**config.mk**
```make
export PLATFORM = sky130hd
export DESIGN_NAME = regfile_wb_queue_flat
export DESIGN_NICKNAME = d
export VERILOG_FILES = /design/src/rtl/regfile_wb_queue_if.sv /design/src/rtl/regfile_wb_queue.sv /design/src/flat_wrapper.sv
export SDC_FILE = /design/constraint.sdc
export NUM_CORES = 1
export LEC_CHECK = 0
export ABC_AREA = 0
export BUFFER_PORTS_ARGS = -buffer_cell sky130_fd_sc_hd__buf_2
export CAP_MARGIN = 20
export CORE_MARGIN = 10
export CORE_UTILIZATION = 59
export CTS_CLUSTER_DIAMETER = 120
export CTS_CLUSTER_SIZE = 14
export DETAILED_ROUTE_END_ITERATION = 16
export PLACE_DENSITY = 0.92
export REMOVE_ABC_BUFFERS = 1
export SKIP_CTS_REPAIR_TIMING = 1
export SYNTH_ARGS = -nofsm -noshare
export SYNTH_HDL_FRONTEND = slang
export SYNTH_SLANG_ARGS = --single-unit
```
**constraint.sdc**
```tcl
create_clock -name clk -period 3.48 [get_ports clk]
set_input_delay 0.522 -clock clk [delete_from_list [all_inputs] [get_ports clk]]
set_output_delay 0.522 -clock clk [all_outputs]
set_load 0.03 [all_outputs]
```
**src/rtl/regfile_wb_queue_if.sv**
```systemverilog
// rtl/regfile_wb_queue_if.sv - producer, regfile write and bypass signals of the writeback queue
interface regfile_wb_queue_if #(
    parameter int DATA_W = 32,
    parameter int NUM_W  = 5
);
    logic              alu_valid;
    logic [NUM_W-1:0]  alu_num;
    logic [DATA_W-1:0] alu_data;
    logic              alu_ready;
    logic              mem_valid;
    logic [NUM_W-1:0]  mem_num;
    logic [DATA_W-1:0] mem_data;
    logic              mem_ready;
    logic [NUM_W-1:0]  write_num;
    logic [DATA_W-1:0] write_data;
    logic              write_en;
    logic [NUM_W-1:0]  lookup_num;
    logic              lookup_hit;
    logic [DATA_W-1:0] lookup_data;

    modport slave (
        input  alu_valid, alu_num, alu_data, mem_valid, mem_num, mem_data, lookup_num,
        output alu_ready, mem_ready, write_num, write_data, write_en, lookup_hit, lookup_data
    );

    modport master (
        output alu_valid, alu_num, alu_data, mem_valid, mem_num, mem_data, lookup_num,
        input  alu_ready, mem_ready, write_num, write_data, write_en, lookup_hit, lookup_data
    );
endinterface

```
**src/rtl/regfile_wb_queue.sv**
```systemverilog
// rtl/regfile_wb_queue.sv - buffers ALU/load results and drains one per cycle into the regfile
module regfile_wb_queue #(
    parameter int DEPTH  = 4,
    parameter int DATA_W = 32,
    parameter int NUM_W  = 5
) (
    input  logic                         clk,
    input  logic                         rst_n,
    input  logic                         wb_stall_i,
    regfile_wb_queue_if.slave            bus,
    output logic [$clog2(DEPTH+1)-1:0]   count_o
);
    localparam int PTR_W = $clog2(DEPTH);
    localparam int CNT_W = $clog2(DEPTH+1);

    logic [NUM_W-1:0]  num_mem  [DEPTH];
    logic [DATA_W-1:0] data_mem [DEPTH];

    logic [PTR_W-1:0]  head_q, head_d, tail_q, tail_d;
    logic [CNT_W-1:0]  count_q, count_d;
    logic              wen_q, wen_d;
    logic [NUM_W-1:0]  wnum_q, wnum_d;
    logic [DATA_W-1:0] wdata_q, wdata_d;

    logic              not_full, enq_fire, push, pop;
    logic [NUM_W-1:0]  enq_num;
    logic [DATA_W-1:0] enq_data;

    // Full stalls both producers even if the head pops this cycle; MEM wins ties.
    assign not_full      = (count_q < CNT_W'(DEPTH));
    assign bus.mem_ready = not_full;
    assign bus.alu_ready = not_full && !bus.mem_valid;

    assign enq_fire = not_full && (bus.mem_valid || bus.alu_valid);
    assign enq_num  = bus.mem_valid ? bus.mem_num  : bus.alu_num;
    assign enq_data = bus.mem_valid ? bus.mem_data : bus.alu_data;
    // r0 writes are acknowledged but never stored.
    assign push     = enq_fire && (enq_num != '0);
    assign pop      = (count_q != '0) && !wb_stall_i;

    always_comb begin
        head_d  = head_q;
        tail_d  = tail_q;
        count_d = count_q;
        wen_d   = 1'b0;
        wnum_d  = wnum_q;
        wdata_d = wdata_q;
        if (pop) begin
            wen_d   = 1'b1;
            wnum_d  = num_mem[head_q];
            wdata_d = data_mem[head_q];
            head_d  = head_q + PTR_W'(1);
        end
        if (push) begin
            tail_d = tail_q + PTR_W'(1);
        end
        count_d = count_q + CNT_W'(push) - CNT_W'(pop);
    end

    always_ff @(posedge clk or negedge rst_n) begin
        if (!rst_n) begin
            head_q  <= '0;
            tail_q  <= '0;
            count_q <= '0;
            wen_q   <= 1'b0;
            wnum_q  <= '0;
            wdata_q <= '0;
        end else begin
            head_q  <= head_d;
            tail_q  <= tail_d;
            count_q <= count_d;
            wen_q   <= wen_d;
            wnum_q  <= wnum_d;
            wdata_q <= wdata_d;
        end
    end

    always_ff @(posedge clk) begin
        if (push) begin
            num_mem[tail_q]  <= enq_num;
            data_mem[tail_q] <= enq_data;
        end
    end

    // Later matches overwrite earlier ones, so the newest pending value wins.
    logic [PTR_W-1:0]  idx;
    logic              hit;
    logic [DATA_W-1:0] hit_data;

    always_comb begin
        idx      = '0;
        hit      = 1'b0;
        hit_data = '0;
        if (wen_q && (wnum_q == bus.lookup_num)) begin
            hit      = 1'b1;
            hit_data = wdata_q;
        end
        for (int i = 0; i < DEPTH; i++) begin
            idx = head_q + PTR_W'(i);
            if ((CNT_W'(i) < count_q) && (num_mem[idx] == bus.lookup_num)) begin
                hit      = 1'b1;
                hit_data = data_mem[idx];
            end
        end
        if (bus.lookup_num == '0) begin
            hit      = 1'b0;
            hit_data = '0;
        end
    end

    assign bus.lookup_hit  = hit;
    assign bus.lookup_data = hit_data;
    assign bus.write_en    = wen_q;
    assign bus.write_num   = wnum_q;
    assign bus.write_data  = wdata_q;
    assign count_o         = count_q;
endmodule

```
**src/flat_wrapper.sv**
```systemverilog
// flat-port wrapper written by rule: the top's interface ports become plain ports
module regfile_wb_queue_flat 
#(
    parameter int DEPTH  = 4,
    parameter int DATA_W = 32,
    parameter int NUM_W  = 5
)
  (clk, rst_n, wb_stall_i, count_o, bus_alu_valid, bus_alu_num, bus_alu_data, bus_mem_valid, bus_mem_num, bus_mem_data, bus_lookup_num, bus_alu_ready, bus_mem_ready, bus_write_num, bus_write_data, bus_write_en, bus_lookup_hit, bus_lookup_data);
  regfile_wb_queue_if #(.DATA_W(DATA_W), .NUM_W(NUM_W)) bus_i ();
  input  logic clk;
  input  logic rst_n;
  input  logic wb_stall_i;
  output logic [$clog2(DEPTH+1)-1:0] count_o;
  input wire logic [$bits(bus_i.alu_valid)-1:0] bus_alu_valid;
  input wire logic [$bits(bus_i.alu_num)-1:0] bus_alu_num;
  input wire logic [$bits(bus_i.alu_data)-1:0] bus_alu_data;
  input wire logic [$bits(bus_i.mem_valid)-1:0] bus_mem_valid;
  input wire logic [$bits(bus_i.mem_num)-1:0] bus_mem_num;
  input wire logic [$bits(bus_i.mem_data)-1:0] bus_mem_data;
  input wire logic [$bits(bus_i.lookup_num)-1:0] bus_lookup_num;
  output wire logic [$bits(bus_i.alu_ready)-1:0] bus_alu_ready;
  output wire logic [$bits(bus_i.mem_ready)-1:0] bus_mem_ready;
  output wire logic [$bits(bus_i.write_num)-1:0] bus_write_num;
  output wire logic [$bits(bus_i.write_data)-1:0] bus_write_data;
  output wire logic [$bits(bus_i.write_en)-1:0] bus_write_en;
  output wire logic [$bits(bus_i.lookup_hit)-1:0] bus_lookup_hit;
  output wire logic [$bits(bus_i.lookup_data)-1:0] bus_lookup_data;
  assign bus_i.alu_valid = bus_alu_valid;
  assign bus_i.alu_num = bus_alu_num;
  assign bus_i.alu_data = bus_alu_data;
  assign bus_i.mem_valid = bus_mem_valid;
  assign bus_i.mem_num = bus_mem_num;
  assign bus_i.mem_data = bus_mem_data;
  assign bus_i.lookup_num = bus_lookup_num;
  assign bus_alu_ready = bus_i.alu_ready;
  assign bus_mem_ready = bus_i.mem_ready;
  assign bus_write_num = bus_i.write_num;
  assign bus_write_data = bus_i.write_data;
  assign bus_write_en = bus_i.write_en;
  assign bus_lookup_hit = bus_i.lookup_hit;
  assign bus_lookup_data = bus_i.lookup_data;
  regfile_wb_queue #(.DEPTH(DEPTH), .DATA_W(DATA_W), .NUM_W(NUM_W)) u_core (.clk(clk), .rst_n(rst_n), .wb_stall_i(wb_stall_i), .bus(bus_i), .count_o(count_o));
endmodule
```
Word-level counts from Yosys, hierarchy flattened --
Memories as Yosys holds them, arrays and structs flattened. Cells that the tools add are included.
Operators by class: add/subtract/negate cells 6, magnitude comparators 5, equality and inequality tests 5, muxes and demuxes 17, reductions and logical operators 15
Operators by type and width (number):
- 32-bit 2-to-1 mux | 7
- 5-bit == test | 5
- 1-bit logical AND | 9
- 1-bit 2-to-1 mux | 9
- 1-bit by 3-bit < comparator with 1-bit output, first input constant | 2
- 2-bit by 3-bit < comparator with 1-bit output, first input constant | 2
- 5-bit zero test | 1
- 5-bit 2-to-1 mux | 1
- 5-bit nonzero test | 1
- 2-bit by 1-bit adder with 2-bit output, second input constant | 2
- 2-bit adder, second input constant | 2
- 3-bit by 1-bit adder with 3-bit output | 1
- 3-bit < comparator, second input constant | 1
- 3-bit nonzero test | 1
- 3-bit by 1-bit subtractor with 3-bit output | 1
- 1-bit zero test | 2
- 1-bit logical OR | 1
Word-level totals: flip-flop bits (word level) 45, RAM bits 148, output and inout bits 76, logic and storage cells 56, memories kept 2
Memory list:
- u_core.data_mem | words 4, bits a word 32, rd ports 4, clocked after memory_dff 0, wr ports 1, line regfile_wb_queue.sv:17 | logic [DATA_W-1:0] data_mem [DEPTH];
- u_core.num_mem | words 4, bits a word 5, rd ports 4, clocked after memory_dff 0, wr ports 1, line regfile_wb_queue.sv:16 | logic [NUM_W-1:0] num_mem [DEPTH];

Longest topological paths before layout --
depth in word-level cells 8, depth in mapped cells 10, mapped depth without buffers 8

Least setup slack after synthesis --
No wires, ideal clock.
kind in2out, from input bus_lookup_num[1], to output bus_lookup_data[10], arrival 2.851 ns, data required time 2.958 ns, setup slack 0.107 ns, stages 8, buffers on the path 2, path through clkbuf_1 > xor2_1 > nor4_1 > clkbuf_1 > nand3_1 > o21ai_0 > a2111oi_0 > a211oi_1
Between the ends: word-level cells in the longest chain between the ends 8
Ends and longest elaborated chain:
- from (decl) | line flat_wrapper.sv:20 | input wire logic [$bits(bus_i.lookup_num)-1:0] bus_lookup_num;
- 5-bit == test | line regfile_wb_queue.sv:94 | if (wen_q && (wnum_q == bus.lookup_num)) begin
- 1-bit logical AND | line regfile_wb_queue.sv:94
- 32-bit 2-to-1 mux | line regfile_wb_queue.sv:94
- 32-bit 2-to-1 mux (4 in series) | line regfile_wb_queue.sv:100 | if ((CNT_W'(i) < count_q) && (num_mem[idx] == bus.lookup_num)) begin
- 32-bit 2-to-1 mux (*) | line regfile_wb_queue.sv:105 | if (bus.lookup_num == '0) begin
- to (decl) | line flat_wrapper.sv:27 | output wire logic [$bits(bus_i.lookup_data)-1:0] bus_lookup_data;
Every way passes the cells marked *; elsewhere a longest branch is shown, timed or not.

Worst setup path after layout --
from register u_core.head_q[0], to output bus_lookup_data[0]
Between the ends: word-level cells in the longest chain between the ends 8
Ends and longest elaborated chain:
- from (decl) | line regfile_wb_queue.sv:19 | logic [PTR_W-1:0] head_q, head_d, tail_q, tail_d;
- from (signal assigned) | line regfile_wb_queue.sv:62 | head_q <= '0;
- from (signal assigned) | line regfile_wb_queue.sv:69 | head_q <= head_d;
- 2-bit by 1-bit adder with 2-bit output / memory 4 x 5 bit (equally long branches)
- memory 4 x 5 bit / 5-bit == test (equally long branches)
- 5-bit == test / 1-bit logical AND (equally long branches) | line regfile_wb_queue.sv:100
- 1-bit logical AND / 32-bit 2-to-1 mux (equally long branches) | line regfile_wb_queue.sv:100
- 32-bit 2-to-1 mux (2 in series) | line regfile_wb_queue.sv:100
- 32-bit 2-to-1 mux (*) | line regfile_wb_queue.sv:100
- 32-bit 2-to-1 mux (*) | line regfile_wb_queue.sv:105
Marked as above.

==> flow_summary.json <==
{
  "ys_warn_count": 0,
  "synthAdderAreaFrac": 0.00975,
  "synth-seq-cells": 193,
  "finalSetupTns_ns": -11.15,
  "synth_top_area_frac": 0.361,
  "insertion_delay_ns": 0.46,
  "via_count": 12392,
  "yosysMostFrequentCell": "edfxtp_1",
  "hold_viol_final": 0,
  "violations": "negative setup slack",
  "synth-main-ff-cell": "edfxtp_1",
  "area_delta_synth_final_pct": 28.7,
  "pwr_density_cell_nw_per_um2": 1010,
  "fin_area_sq_um": 15900,
  "drt_iter0_markers": 2809,
  "regArea_sq_um": 5580,
  "grt_antenna_before_repair": 1,
  "synth_area_sq_um": 12300,
  "overflow": 0,
  "muxShareOfSynthArea": 0.186,
  "synth-compound-area-share": 0.138,
  "die_w_um": 164,
  "grt_first_pass_wirelength_mm": 57.0,
  "place_inst": 1567,
  "path_clk_slew_ns": 0.08,
  "vdd_drop_max_uv": 693,
  "start_util": 0.605,
  "num_rows": 52,
  "yosys.area.top_type": "edfxtp_1",
  "cts_tree": "built",
  "core_area_sq_um": 20400,
  "drv_cap": 0,
  "final-setup-viol-count": 33,
  "synth_edf_count": 148,
  "postSynthCellCount": 1204,
  "synth-simple-area-share": 0.132,
  "clk_path_buf_depth": 2,
  "slew_viol_final": 0,
  "synth_top_family_by_area": "multiplexers",
  "slowest_delay_ns": 0.57,
  "dr.pass1.iters": 7,
  "drc": 0,
  "reg2reg_to": "u_core.count_o[2]$_DFF_PN0_",
  "rsz0062_at_grt": "true",
  "cts_sinks": 193,
  "yosys-top-cells-area": "edfxtp_1 36%, mux2_2 12%, dfrtp_1 9.1%",
  "die_h_um": 164,
  "fin_skew_ns": 0.0148,
  "post_drt_wl_per_cell_um": 29.0,
  "worst_pin_slew_ns": 0.765,
  "synth_async_sr_flop_share": 0.233,
  "critPathKind": "reg2out",
  "cts_root_buf": "clkbuf_16",
  "worstHoldPathType": "in2async",
  "critPathLaunchType": "flip-flop",
  "period_needed_ns": 3.93,
  "path_cells": "buf_6 -> mux4_2 -> xnor2_2 -> buf_4 -> nand4_1 -> buf_6 -> clkbuf_16 -> o21ai_2 -> a2111oi_4 -> a211oi_4 -> buf_6",
  "grt_pass1_vias": 10802,
  "worst-path-stages": 11,
  "synth_cell_type_count": 45,
  "cp_top_family": "buffers and inverters",
  "setup_ws_ns": -0.454,
  "cts_buffers": 17,
  "fillers": 991,
  "end_kind": "primary output",
  "synth-seq-area-share": 0.452,
  "p_total_mw": 16.0,
  "drive_gt1_frac": 0.406,
  "numPortBuffers": 159,
  "fmax_ghz": 0.254,
  "syn_area_per_cell_sq_um": 10.2,
  "viasPerCell": 7.50,
  "r2r_cells": 8,
  "rrSetupSlack_ns": 0.94,
  "synth-xor-area-share": 0.0220,
  "worst-path-buf-inv": 5,
  "gp_congestion": 0.908,
  "cp_slowest_cell": "mux4_2",
  "cpMostUsedCell": "buf_6",
  "multi_input_area_sq_um": 6910,
  "slew_headroom": 0.490,
  "dpl.hpwl_mm": 23.7,
  "fin_nets": 1463,
  "required_ns": 2.96,
  "period_share": 1.13,
  "antenna_cells": 0,
  "p_leak_nw": 6.03,
  "h-tree-depth": 4,
  "pre_cts_slack_ns": 0.0295,
  "ant_nets": 0,
  "run_status": "finished, violations left",
  "path_max_fanout": 8,
  "ys_top_cells_by_count": "148 x edfxtp_1, 128 x mux2_2, 127 x o21ai_0",
  "fin_cells": 1653,
  "cp.arrival_ns": 3.41,
  "place_area_sq_um": 13500,
  "die-area_sq_um": 27100,
  "io-pin-count": 160,
  "track_usage": 0.267,
  "grt_max_degree": 69,
  "worstReg2RegStart": "u_core.count_o[0]$_DFF_PN0_",
  "wirelength_mm": 48.0
}
through the flow:
stage          hold WS (ns)  utilization
2_1_floorplan         0.226            -
3_3_place_gp          0.484        0.660
3_5_place_dp          0.494        0.660
4_1_cts               0.126        0.690
5_1_grt               0.135        0.778
6_report             0.0996        0.778
logic make-up (layout without fill, tap and decap cells):
kind of cell / after synthesis / in the layout
adders and majority gates: 9 / 9
muxes: 191 / 191
AOI/OAI and AO/OA: 266 / 266
xor gates and xnor gates: 31 / 31
DFF: 193 / 193
and+or+nand+nor: 348 / 348
buffers and inverters: 166 / 345
area by class of cell:
cell class | instances | share of cell area
clock buffer | 22 | 0.0293
inverter | 46 | 0.0110
multi-input combinational | 845 | 0.436
tap | 270 | 0.0213
clock inverter | 10 | 0.00853
sequential | 193 | 0.352
timing repair buffer | 267 | 0.142
flip-flops by register name, indices dropped and copies added, names as in the netlist:
| signal | flops |
|---|---|
| u_core.tail_q | 2 |
| u_core.data_mem | 128 |
| u_core.num_mem | 20 |
| u_core.head_q | 2 |
| u_core.count_o | 3 |
| u_core.bus.write_data | 32 |
| u_core.bus.write_num | 5 |
| u_core.bus.write_en | 1 |
worst max path at each step:
stage	start	to	slack, ns
final	u_core.head_q[0]$_DFFE_PN0P_	bus_lookup_data[0]	-0.45
after global routing	u_core.head_q[0]$_DFFE_PN0P_	bus_lookup_data[7]	-0.61
after CTS	u_core.head_q[0]$_DFFE_PN0P_	bus_lookup_data[5]	-0.56
after detailed placement	u_core.head_q[0]$_DFFE_PN0P_	bus_lookup_data[25]	0.03
after global placement	u_core.head_q[0]$_DFFE_PN0P_	bus_lookup_data[9]	0.04
after floorplan	u_core.head_q[0]$_DFFE_PN0P_	bus_lookup_data[0]	-4.76
placed cells by master, fill, tap and decap left out, drive strengths merged, types with 8 or more instances in the layout:
cell type	netlist	layout
mux4	18	18
buf	44	259
inv	45	45
nor3	9	9
mux2i	45	45
dfrtp	45	45
a2111oi	32	32
clkbuf	76	30
nand3	64	64
edfxtp	148	148
a21oi	32	32
a211oi	32	32
o21ai	128	128
xnor2	21	21
xor2	10	10
mux2	128	128
o311ai	30	30
nor2	120	120
nand2	82	82
ha	8	8
nor4	62	62
worst reg2reg max path: cells and delay by family, from the launching register on:
| kind | cells | cell delay (ns) |
|---|---|---|
| xor+xnor | 1 | 0.14 |
| buf+inv | 2 | 0.39 |
| simple gates | 2 | 0.37 |
| flops | 1 | 0.46 |
| fa+ha+maj | 3 | 1.07 |
per-layer routing:
metal  global-route usage  wire [um]  up-vias
li1                     -          -     4842
met1                0.312      15000     5684
met2                0.449      21500     1380
met3               0.0597       7190      484
met4                0.144       4250        2
met5                    0         13        -
power breakdown:
part | switching [mW] | internal, mW | leakage, nW
clock | 0.900 | 1.17 | 0.286
combinational | 6.37 | 3.85 | 3.86
sequential | 0.491 | 3.18 | 1.89
total | 7.76 | 8.19 | 6.03
Note: power is estimated with default switching activity, not from simulation.
